### src/rtl/bcd_pkg.sv
// Shared BCD constants, FSM encoding and digit helpers
// for the serial decimal adder/subtractor.
package bcd_pkg;

    localparam int BCD_W = 4;
    localparam logic [3:0] BCD_MAX = 4'd9;
    localparam logic [3:0] BCD_ADJ = 4'd6;

    typedef enum logic [1:0] {
        IDLE = 2'd0,
        CALC = 2'd1,
        DONE = 2'd2
    } state_t;

    function automatic logic [3:0] nines(input logic [3:0] d);
        return BCD_MAX - d;
    endfunction

endpackage

### src/rtl/bcd_digit_addsub.sv
// Single-digit BCD add / nine's-complement add
// with decimal adjust; purely combinational.
module bcd_digit_addsub
    import bcd_pkg::*;
(
    input  logic [3:0] a_d,
    input  logic [3:0] b_d,
    input  logic       sub,
    input  logic       cin,
    output logic [3:0] sum_d,
    output logic       cout
);

    logic [3:0] bi;
    logic [4:0] t;
    logic [4:0] tadj;

    always_comb begin
        bi   = sub ? nines(b_d) : b_d;
        t    = {1'b0, a_d} + {1'b0, bi} + {4'b0, cin};
        tadj = t + {1'b0, BCD_ADJ};
        if (t > {1'b0, BCD_MAX}) begin
            sum_d = tadj[3:0];
            cout  = 1'b1;
        end else begin
            sum_d = t[3:0];
            cout  = 1'b0;
        end
    end

endmodule

### src/rtl/bcd_addsub_serial.sv
// N-digit BCD adder/subtractor, one digit per clock,
// LSD first, with start/busy/done handshake.
module bcd_addsub_serial
    import bcd_pkg::*;
#(
    parameter int DIGITS = 4
) (
    input  logic                      clk,
    input  logic                      rst,
    input  logic                      start,
    input  logic                      sub,
    input  logic [BCD_W*DIGITS-1:0]   a,
    input  logic [BCD_W*DIGITS-1:0]   b,
    output logic                      busy,
    output logic                      done,
    output logic [BCD_W*DIGITS-1:0]   result,
    output logic                      cout,
    output logic                      err
);

    localparam int W  = BCD_W * DIGITS;
    localparam int IW = (DIGITS > 1) ? $clog2(DIGITS) : 1;
    localparam logic [IW-1:0] LAST = IW'(DIGITS - 1);

    state_t        state;
    logic [IW-1:0] idx;
    logic          carry;
    logic          sub_r;
    logic          err_r;
    logic [W-1:0]  a_r;
    logic [W-1:0]  b_r;
    logic [W-1:0]  shadow;
    logic [W-1:0]  shadow_nx;
    logic [3:0]    a_d;
    logic [3:0]    b_d;
    logic [3:0]    sum_d;
    logic          c_nx;
    logic          bad;

    always_comb begin
        bad = 1'b0;
        for (int i = 0; i < DIGITS; i++) begin
            if (a[i*BCD_W +: BCD_W] > BCD_MAX ||
                b[i*BCD_W +: BCD_W] > BCD_MAX)
                bad = 1'b1;
        end
    end

    // Select the active digit and merge its sum into the shadow copy
    always_comb begin
        a_d       = '0;
        b_d       = '0;
        shadow_nx = shadow;
        for (int i = 0; i < DIGITS; i++) begin
            if (idx == IW'(i)) begin
                a_d = a_r[i*BCD_W +: BCD_W];
                b_d = b_r[i*BCD_W +: BCD_W];
                shadow_nx[i*BCD_W +: BCD_W] = sum_d;
            end
        end
    end

    bcd_digit_addsub u_dig (
        .a_d   (a_d),
        .b_d   (b_d),
        .sub   (sub_r),
        .cin   (carry),
        .sum_d (sum_d),
        .cout  (c_nx)
    );

    always_ff @(posedge clk) begin
        if (rst) begin
            state  <= IDLE;
            idx    <= '0;
            carry  <= 1'b0;
            sub_r  <= 1'b0;
            err_r  <= 1'b0;
            a_r    <= '0;
            b_r    <= '0;
            shadow <= '0;
            busy   <= 1'b0;
            done   <= 1'b0;
            result <= '0;
            cout   <= 1'b0;
            err    <= 1'b0;
        end else begin
            unique case (state)
                IDLE, DONE: begin
                    done <= 1'b0;
                    if (start) begin
                        state <= CALC;
                        busy  <= 1'b1;
                        a_r   <= a;
                        b_r   <= b;
                        sub_r <= sub;
                        idx   <= '0;
                        carry <= sub;
                        err_r <= bad;
                    end else begin
                        state <= IDLE;
                    end
                end
                CALC: begin
                    carry  <= c_nx;
                    shadow <= shadow_nx;
                    if (idx == LAST) begin
                        state  <= DONE;
                        busy   <= 1'b0;
                        done   <= 1'b1;
                        err    <= err_r;
                        result <= err_r ? '0 : shadow_nx;
                        // a final carry of 0 on subtract means a borrow
                        cout   <= err_r ? 1'b0 : (sub_r ? ~c_nx : c_nx);
                    end else begin
                        idx <= idx + 1'b1;
                    end
                end
                default: state <= IDLE;
            endcase
        end
    end

endmodule

### config.mk
export PLATFORM = sky130hd
export DESIGN_NAME = bcd_addsub_serial
export DESIGN_NICKNAME = d
export VERILOG_FILES = /design/src/rtl/bcd_pkg.sv /design/src/rtl/bcd_digit_addsub.sv /design/src/rtl/bcd_addsub_serial.sv
export SDC_FILE = /design/constraint.sdc
export NUM_CORES = 1
export LEC_CHECK = 0
export ABC_CLOCK_PERIOD_IN_PS = 5100
export CAP_MARGIN = 25
export CORE_UTILIZATION = 50
export DETAILED_ROUTE_END_ITERATION = 10
export PLACE_DENSITY = 0.76
export SETUP_SLACK_MARGIN = 0.4
export SLEW_MARGIN = 40
export SYNTH_ARGS = -nofsm -noshare
export SYNTH_HDL_FRONTEND = slang
export SYNTH_HIERARCHICAL = 1
export SYNTH_SLANG_ARGS = --single-unit
export TNS_END_PERCENT = 50
### constraint.sdc
create_clock -name clk -period 5.1 [get_ports clk]
set_input_delay 0.765 -clock clk [delete_from_list [all_inputs] [get_ports clk]]
set_output_delay 0.765 -clock clk [all_outputs]
set_load 0.005 [all_outputs]
==> impl_results.md <==
- Synth Area per Inst: 7.821 µm²
- Most used DFF post-synth: dfxtp_1
- R2r worst-path depth: 19
- Post-route DRC: 0
- Routed len/inst: 13.89 µm
- Synth-to-Final Area Change: 22.45%
- Max-cap viol count: 0
- First-pass GRT wire length: 12,640 µm
- CTS clk-pin slew, worst paths: 0.07 ns
- FF+latch count, synth: 71
- Slowest cell on the critical path: ha_1
- Setup Skew: 0.009632 ns
- Clock network power share: 35.2%
- Leakage: 1.457 nW
- Max IR drop VDD: 233.1 µV
- Outcome: finished clean
- Routed vias: 2,901
- Syn nets: 466
- Routed length on met1: 3525 µm
- Post-synth EDFFs: 0
- Max layer used: met4
- TritonCTS clock tree: done
- Initial Util: 51.61%
- Port Buffers: 55
- Internal cell power: 0.9181 mW
- RSZ-0062 raised after global routing: false
- Sw Pwr: 0.3526 mW
- Largest net degree at the start of global routing: 72
- Combinational power share: 17.3%
- FMAX: 227.9 MHz
- Fin crit period: 4.387 ns
- CP top delay family: adder cells
- Pwr dens: 316.7 nW/µm²
- CTS Buf Count: 9
- Crit-path max FO: 14
- RePlAce Congestion: 0.7918
- Die area: 6882 µm²
- Syn Std Cell Area: 3277 µm²
- Post-Route WL: 7486 µm
- Fin nets: 504
- Core Footprint: 6350 µm²
- Pins Over Slew Limit: 0
- Slowest stage delay, CP: 0.56 ns
- Fin crit share: 86.02%
- ANT nets after route: 0
- Met3 wire length: 307 µm
- FF-to-FF setup slack: 0.71 ns
- Flop pwr share: 47.6%
- Worst-Skew Late Latency: 0.35 ns
- Crit. End Element: register
- Clock Path Buffers: 2
- CP arrival: 4.60 ns
- Worst-margin pin slew: 0.7423 ns
- Hold path depth: 2
- Crit-path cells: inv_1 > ha_1 > buf_4 > a21oi_1 > a21oi_1 > o21ai_0 > inv_1 > fa_1 > inv_1 > fa_1 > xnor2_1 > ha_1 > a31o_1 > a2111oi_0 > a21oi_1 > mux2i_1 > nor3_1 > a21oi_1 > nor2_1
- Post-layout util: 63.19%
- Iteration count of the initial detailed-routing pass: 4
- Vias per cell: 5.382
- Routed met2 length: 3562 µm
- Drt initial violations: 174
- I/O pin count: 56
- Finish-stage setup viols: 0
- Count of cell types in the netlist: 34
- Mapped Cells: 419
- Max-slew headroom: 50.45%
- Worst EP required: 5.32 ns
- Layout cells sized above 1: 6.061%
- WP buf/inv: 4
- Vias in the first global route: 2,802
- Die width: 82.96 µm
- H-tree levels: 3
- Critical path type: reg2reg
- Hold Crit Class: reg2reg
- Total track usage: 22.61%
- Hold Fails Final Rpt: 0
- # diodes: 0
- Die height: 82.96 µm
- # fillers: 573
- Fraction of registers with async set/reset: 0%
- Clk root buf: clkbuf_8
- Clock Sinks: 71
- GRT Residual Overflow: 0
- Crit path top cell by count: a21oi_1
- Site row count: 29
- WP depth: 19
- Synth warnings: 6
- Setup TNS: 0 ns
- Seq/Total Area, Yosys: 43.38%
- Dpl hpwl: 5146 µm
- Initial antenna violation count: 0
- Net switching fraction of the power: 27.75%
- Crit path launch type: register
-- final timing paths --
kind | from | endpoint
worst max-delay path | idx[0] | result[11]
worst min-delay path | result[12] | result[12]
worst max register to register | idx[0] | result[11]
worst min register to register | result[12] | result[12]
-- sequential cells by signal, indices dropped and copies added (netlist names), 2 cells and up --
signal  count
a_r        16
b_r        16
idx         2
result     16
shadow     12
state       2
-- cells by family after synthesis --
kind of cell,after synthesis,share of synthesized area (%)
buf+inv,43,5.727
mux,13,3.971
flops,71,43.38
xor+xnor,5,1.336
compound gates,110,18.52
simple gates,166,22.41
fa+ha+maj,11,4.658
-- power by group through the flow --
| stage | combinational (mW) | sequential [mW] | clock [mW] |
|---|---|---|---|
| detailed placement | 0.217 | 0.617 | 0 |
| floorplan | 0.156 | 0.608 | 0 |
| finish | 0.220 | 0.604 | 0.447 |
| global route | 0.244 | 0.608 | 0.478 |
| CTS | 0.219 | 0.604 | 0.456 |
| global placement | 0.210 | 0.615 | 0 |
-- stage by stage --
step	setup WS [ns]	cell area [µm²]	hold slack (ns)	power (mW)	instances
after global placement	0.6940	3805	0.4424	0.8255	523
after detailed placement	0.4738	3810	0.4482	0.8335	523
final	0.7130	4013	0.4543	1.271	539
after CTS	0.4268	4008	0.4555	1.279	539
after global routing	0.4285	4013	0.4689	1.330	539
after floorplan	1.242	3277	0.4364	0.7635	419
-- cell usage after synthesis (2+ instances only) --
cell type,n,share of area [%]
mux2i_1,13,4.0
or2_2,2,0.38
ha_1,9,3.4
dfxtp_1,71,43
a311oi_1,2,0.53
a211oi_1,12,2.7
o21ai_0,18,2.7
clkbuf_1,14,1.6
nand2b_1,2,0.38
fa_1,2,1.2
nor3b_1,2,0.46
inv_1,11,1.3
a21oi_1,73,11
buf_2,15,2.3
xnor2_1,5,1.3
nand3b_1,13,3.0
nor2_1,33,3.8
nand2_1,92,11
nor3_1,14,2.1
buf_4,2,0.46
-- layout by cell type (no fill, tap or decap), types with 2 or more instances in the layout --
cell type	synthesis	routed
clkdlybuf4s50_1	0	54
ha_2	0	2
inv_1	11	11
nor3b_1	2	2
clkbuf_8	0	10
mux2i_1	13	13
a211oi_1	12	12
ha_1	9	7
a21oi_1	73	73
clkinv_2	0	2
or2_2	2	2
fa_1	2	2
nand2_1	92	92
nand2b_1	2	2
a311oi_1	2	2
nor3_1	14	14
xnor2_1	5	5
nor2_1	33	33
nand3b_1	13	13
o21ai_0	18	17
buf_4	2	4
dfxtp_1	71	71
-- per-layer routing --
metal	vias up	global-route usage, %
met2	55	38.60
met3	9	6.362
met4	0	6.113
met5	-	0
met1	1343	27.91
li1	1494	-
-- tightest hold or removal path: stages, from the launching register on --
cell	delay (ns)
dfxtp_1	0.31
nand2_1	0.05
a21oi_1	0.05
-- repair_timing --
action	CTS	global route
hold buffers	0	0
gates resized for setup	0	3
setup buffers	0	0
endpoints found under the setup margin	0	22
-- layout make-up --
| class | count | area, µm² | share of cell area, % |
|---|---|---|---|
| clock inverter | 5 | 56.30 | 1.403 |
| multi-input combinational | 305 | 1680 | 41.88 |
| clock buffer | 11 | 141.4 | 3.524 |
| tap | 77 | 96.34 | 2.401 |
| timing repair buffer | 59 | 575.6 | 14.34 |
| inverter | 11 | 41.29 | 1.029 |
| sequential | 71 | 1421 | 35.42 |
Power figures use the tool's default switching activity.
